==> config.mk <==
export PLATFORM = sky130hd
export DESIGN_NAME = ps2_operand_entry
export DESIGN_NICKNAME = d
export VERILOG_FILES = /design/src/rtl/ps2_pkg.sv /design/src/rtl/ps2_digit_map.sv /design/src/rtl/ps2_operand_entry.sv
export SDC_FILE = /design/constraint.sdc
export NUM_CORES = 1
export LEC_CHECK = 0
export BUFFER_PORTS_ARGS = -buffer_cell sky130_fd_sc_hd__buf_2
export CAP_MARGIN = 20
export CORE_MARGIN = 3
export CORE_UTILIZATION = 50
export CTS_BUF_LIST = sky130_fd_sc_hd__clkbuf_8
export DETAILED_ROUTE_END_ITERATION = 16
export PLACE_DENSITY = 0.79
export SYNTH_ARGS = -nofsm -noshare
export SYNTH_HDL_FRONTEND = slang
export SYNTH_SLANG_ARGS = --single-unit
export TNS_END_PERCENT = 5
==> constraint.sdc <==
create_clock -name clk -period 5.7 [get_ports clk]
set_clock_uncertainty 0.2 [all_clocks]
set_input_delay 0.57 -clock clk [delete_from_list [all_inputs] [get_ports clk]]
set_output_delay 0.57 -clock clk [all_outputs]
set_load 0.02 [all_outputs]
==> src/rtl/ps2_pkg.sv <==
// ps2_pkg: PS/2 set-2 scan codes and prefix FSM states shared by the operand entry block.
package ps2_pkg;
    localparam logic [7:0] SC_BREAK = 8'hF0;
    localparam logic [7:0] SC_EXT   = 8'hE0;
    localparam logic [7:0] SC_ENTER = 8'h5A;
    localparam logic [7:0] SC_BKSP  = 8'h66;
    localparam logic [7:0] SC_ESC   = 8'h76;
    localparam logic [7:0] SC_D0    = 8'h45;
    localparam logic [7:0] SC_D1    = 8'h16;
    localparam logic [7:0] SC_D2    = 8'h1E;
    localparam logic [7:0] SC_D3    = 8'h26;
    localparam logic [7:0] SC_D4    = 8'h25;
    localparam logic [7:0] SC_D5    = 8'h2E;
    localparam logic [7:0] SC_D6    = 8'h36;
    localparam logic [7:0] SC_D7    = 8'h3D;
    localparam logic [7:0] SC_D8    = 8'h3E;
    localparam logic [7:0] SC_D9    = 8'h46;
    typedef enum logic [1:0] {ST_IDLE, ST_EXT, ST_BRK} state_t;
endpackage

==> src/rtl/ps2_digit_map.sv <==
// ps2_digit_map: maps a set-2 scan code to its decimal digit, flagging non-digit codes.
module ps2_digit_map
    import ps2_pkg::*;
(
    input  logic [7:0] scan_code,
    output logic       is_digit,
    output logic [3:0] digit
);
    always_comb begin
        is_digit = 1'b1;
        digit = 4'd0;
        case (scan_code)
            SC_D0: digit = 4'd0;
            SC_D1: digit = 4'd1;
            SC_D2: digit = 4'd2;
            SC_D3: digit = 4'd3;
            SC_D4: digit = 4'd4;
            SC_D5: digit = 4'd5;
            SC_D6: digit = 4'd6;
            SC_D7: digit = 4'd7;
            SC_D8: digit = 4'd8;
            SC_D9: digit = 4'd9;
            default: is_digit = 1'b0;
        endcase
    end
endmodule

==> src/rtl/ps2_operand_entry.sv <==
// ps2_operand_entry: collects packed-BCD operands from a PS/2 scan-code stream with editing,
// typematic-repeat suppression and a done/ack handshake.
module ps2_operand_entry
    import ps2_pkg::*;
#(
    parameter int NUM_DIGITS   = 4,
    parameter int NUM_OPERANDS = 2,
    localparam int OPW  = NUM_DIGITS * 4,
    localparam int IDXW = (NUM_OPERANDS > 1) ? $clog2(NUM_OPERANDS) : 1,
    localparam int CW   = $clog2(NUM_DIGITS + 1)
) (
    input  logic                        clk,
    input  logic                        rst,
    input  logic                        scan_valid,
    input  logic [7:0]                  scan_code,
    input  logic                        ack,
    output logic [NUM_OPERANDS*OPW-1:0] operands,
    output logic [IDXW-1:0]             op_idx,
    output logic [CW-1:0]               digit_count,
    output logic                        done,
    output logic                        overflow
);
    localparam logic [CW-1:0]   MAXD = CW'(NUM_DIGITS);
    localparam logic [IDXW-1:0] LAST = IDXW'(NUM_OPERANDS - 1);

    state_t          state;
    logic [7:0]      held_code;
    logic [OPW-1:0]  opr [NUM_OPERANDS];
    logic [OPW-1:0]  cur;
    logic            is_digit;
    logic [3:0]      digit;
    logic            make;
    logic            act;
    logic            clr;

    ps2_digit_map u_map (.scan_code(scan_code), .is_digit(is_digit), .digit(digit));

    assign cur  = opr[op_idx];
    assign make = scan_valid && state == ST_IDLE && scan_code != SC_BREAK && scan_code != SC_EXT;
    // a make of the still-held key is typematic repeat and never acts
    assign act  = make && scan_code != held_code && !done;
    assign clr  = (done && ack) || (act && scan_code == SC_ESC);

    for (genvar g = 0; g < NUM_OPERANDS; g++) begin : g_out
        assign operands[g*OPW +: OPW] = opr[g];
    end

    always_ff @(posedge clk or posedge rst) begin
        if (rst) begin
            state <= ST_IDLE;
            held_code <= '0;
            op_idx <= '0;
            digit_count <= '0;
            done <= 1'b0;
            overflow <= 1'b0;
            for (int i = 0; i < NUM_OPERANDS; i++) opr[i] <= '0;
        end else begin
            overflow <= 1'b0;
            if (scan_valid) begin
                state <= state == ST_BRK ? ST_IDLE :
                         scan_code == SC_BREAK ? ST_BRK :
                         state == ST_IDLE && scan_code == SC_EXT ? ST_EXT : ST_IDLE;
                if (state == ST_BRK && scan_code == held_code) held_code <= '0;
            end
            if (make) held_code <= scan_code;
            if (clr) begin
                for (int i = 0; i < NUM_OPERANDS; i++) opr[i] <= '0;
                op_idx <= '0;
                digit_count <= '0;
                done <= 1'b0;
            end else if (act) begin
                if (is_digit) begin
                    if (digit_count < MAXD) begin
                        opr[op_idx] <= (cur << 4) | OPW'(digit);
                        digit_count <= digit_count + 1'b1;
                    end else begin
                        overflow <= 1'b1;
                    end
                end else if (scan_code == SC_BKSP && digit_count != '0) begin
                    opr[op_idx] <= cur >> 4;
                    digit_count <= digit_count - 1'b1;
                end else if (scan_code == SC_ENTER && digit_count != '0) begin
                    if (op_idx == LAST) begin
                        done <= 1'b1;
                    end else begin
                        op_idx <= op_idx + 1'b1;
                        digit_count <= '0;
                    end
                end
            end
        end
    end
endmodule

==> results.json <==
{
  "finalSetupTns_ns": 0,
  "post_cts_resized": 0,
  "cp_max_fo": 24,
  "cp.arrival_ns": 2.98,
  "n_antenna_cell": 0,
  "asyncSetResetFlopFracSynth": 1.00,
  "gp_congestion": 0.844,
  "core-area_um2": 5570,
  "clkTransAtPathRegs_ns": 0.09,
  "fp.dieArea_um2": 6780,
  "hp-class": "in -> reg",
  "fp.dieW_um": 82.3,
  "finalSetupViolations": 0,
  "cts.sinks": 48,
  "cp-start-kind": "input pin",
  "worst_slew_pin_slew_ns": 0.817,
  "port_buffers": 49,
  "cp-end-kind": "register",
  "drtPass1Iterations": 5,
  "syn_area_per_cell_um2": 9.55,
  "cp_cell_sequence": "buf_2, and3b_1, a2111oi_4, a21boi_2, a22o_1, buf_4, o21ai_0, a22o_1",
  "first_global_vias": 2334,
  "tritoncts": "built",
  "io_pins": 50,
  "crit_required_ns": 5.69,
  "synth_edf_count": 0,
  "slew_viol_final": 0,
  "r2r-end": "operands[0]",
  "rsz0062_at_grt": "no",
  "post_cts_buffers": 0,
  "fmax_mhz": 335,
  "cap_violations": 0,
  "final_nets": 360,
  "path_depth": 8,
  "ys_warn_count": 0,
  "hold_depth": 2,
  "routed_wl_um": 7360,
  "place_inst": 407,
  "run_status": "complete, no violations",
  "grt.total_usage": 0.219,
  "cts-buffers-inserted": 5,
  "dieHeight_um": 82.3,
  "drt_iter0_markers": 269,
  "cellLeakagePower_nw": 1.43,
  "grt_pass1_wl_um": 11600,
  "synth_seq_cells": 48,
  "critPathTopFamily": "compound AO/OA/AOI/OAI gates",
  "drtAntennaViolNets": 0,
  "totalPowerFinal_w": 0.00103,
  "peakVddDrop_uv": 203,
  "slowest_delay_ns": 0.46,
  "crit_path_top_delay_cell": "a22o_1",
  "postSynthCellCount": 305,
  "synth_ff_type": "dfrtp_1",
  "cp-endpoint": "operands[0]",
  "vias_per_cell": 6.40,
  "ys_top_cells_by_area": "dfrtp_1 41%, nand2_1 6.1%, a21oi_1 6.0%, a311oi_1 5.7%, a22o_1 3.3%",
  "syn-cell-area_um2": 2910,
  "grt-ovfl-total": 0,
  "root_buffer": "clkbuf_8",
  "hold_slack_ns": 0.298,
  "worst-setup-path-type": "in -> reg",
  "start_util": 0.523,
  "vias": 2669,
  "synth_top_area_frac": 0.412,
  "min_period_over_period": 0.523,
  "hpwl_um": 4930,
  "power_density_nw_per_um2": 313,
  "cts_buffer_depth": 2,
  "grt_max_degree": 49,
  "core.rowCount": 27,
  "ys_types": 67,
  "fin_crit_ns": 2.98,
  "seq_area_frac_synth": 0.412,
  "r2r_setup_slack_ns": 2.91,
  "drc_errors": 0,
  "yosys-top-cells-count": "48 x dfrtp_1, 47 x nand2_1, 35 x a21oi_1, 19 x a311oi_1, 12 x o21ai_0",
  "htreeDepth": 2,
  "finalHoldViolations": 0,
  "crit_start": "scan_code[3]",
  "layoutNonFillerInstCount": 417,
  "synth.most_common_cell": "dfrtp_1",
  "syn-num-nets": 320,
  "antenna_found_initial": 0,
  "r2r_start": "held_code[2]",
  "syn_to_final_growth_pct": 12.3,
  "insertion_delay_ns": 0.30,
  "drive_gt1_frac": 0.229,
  "synth_top_cell_by_area": "dfrtp_1",
  "critPathMostFrequentCell": "a22o_1",
  "cp.buffers_inverters": 2,
  "wl_per_cell_um": 17.7,
  "relSlewSlack": 0.454,
  "rr_worst_depth": 7
}
==> per-stage QoR <==
stage	setup slack, ns	area (µm²)	util
2_1_floorplan	3.09	2910	-
3_3_place_gp	2.48	3150	0.564
3_5_place_dp	2.45	3150	0.564
4_1_cts	2.76	3240	0.581
5_1_grt	2.56	3270	0.587
6_report	2.72	3270	0.587
==> worst register-to-register path, cell delays in order (launching register included) <==
cell and delay, ns:
dfrtp_1 0.42, xor2_1 0.15, nor4_1 0.69, a21boi_2 0.16
a22o_1 0.38, buf_4 0.30, o21ai_0 0.26, a22o_1 0.18
==> cell type report <==
| class | count | area (µm²) |
|---|---|---|
| clock buffer | 6 | 82.6 |
| timing repair buffer | 54 | 295 |
| clock inverter | 1 | 8.76 |
| tap | 72 | 90.1 |
| sequential | 48 | 1200 |
| multi-input combinational | 227 | 1560 |
| fill | 489 | 2300 |
| inverter | 9 | 33.8 |
==> what timing repair did <==
item                                   CTS  global route
hold buffers                             0             1
endpoints found under the hold margin    0             8
setup endpoints to repair                0             0
==> registers in the layout (all words and copies together), names as in the netlist <==
signal	count
held_code	8
op_idx	1
state	2
operands	32
overflow	1
digit_count	3
done	1
==> kinds of logic after synthesis <==
| family | share of synthesized area |
|---|---|
| AO/OA/AOI/OAI | 0.294 |
| XOR/XNOR | 0.0301 |
| adder cells (fa/ha/maj) | 0.0129 |
| buffers and inverters | 0.0524 |
| flip-flops | 0.412 |
| multiplexers | 0.00687 |
| AND/OR/NAND/NOR | 0.192 |
==> how the worst min path moves through the flow <==
stage                             from           end  slack [ns]
final                       scan_valid      state[1]        0.30
after global routing        scan_valid      state[1]        0.31
after CTS                   scan_valid      state[1]        0.29
after detailed placement  held_code[4]  held_code[4]        0.31
after global placement    held_code[3]  held_code[3]        0.30
after floorplan           held_code[0]  held_code[0]        0.29
==> report_power, final <==
part           switching [W]  internal, W
combinational       0.000208     0.000125
sequential         0.0000692     0.000410
clock               0.000117    0.0000970
total               0.000393     0.000632
==> layout by cell type, fill, tap and decap left out, types with 2 or more instances in the layout <==
cell       n
buf_2     50
dfrtp_1   48
nand2_1   47
a21oi_1   35
a311oi_1  19
o21ai_0   12
a22o_1    11
nand4_1    9
inv_1      8
xor2_1     8
nor2_1     7
clkbuf_8   6
nor3_1     5
o31ai_1    4
nand2b_1   3
nor2b_1    3
nor4bb_1   3
o211ai_1   3
ha_1       3
a211oi_1   2
nor4_1     2
o21ai_1    2
nor4b_1    2
a21oi_2    2
o41ai_2    2
o21a_1     2
a21o_1     2
xnor2_1    2
mux2i_1    2
buf_4      2
==> metal layers <==
metal / vias up / share of wire / global-route usage
li1: 1239 / - / -
met1: 1321 / 0.46 / 0.307
met2: 99 / 0.46 / 0.342
met3: 10 / 0.061 / 0.0423
met4: 0 / 0.014 / 0.0631
met5: - / 0 / 0
(Power assumes the default switching activity.)
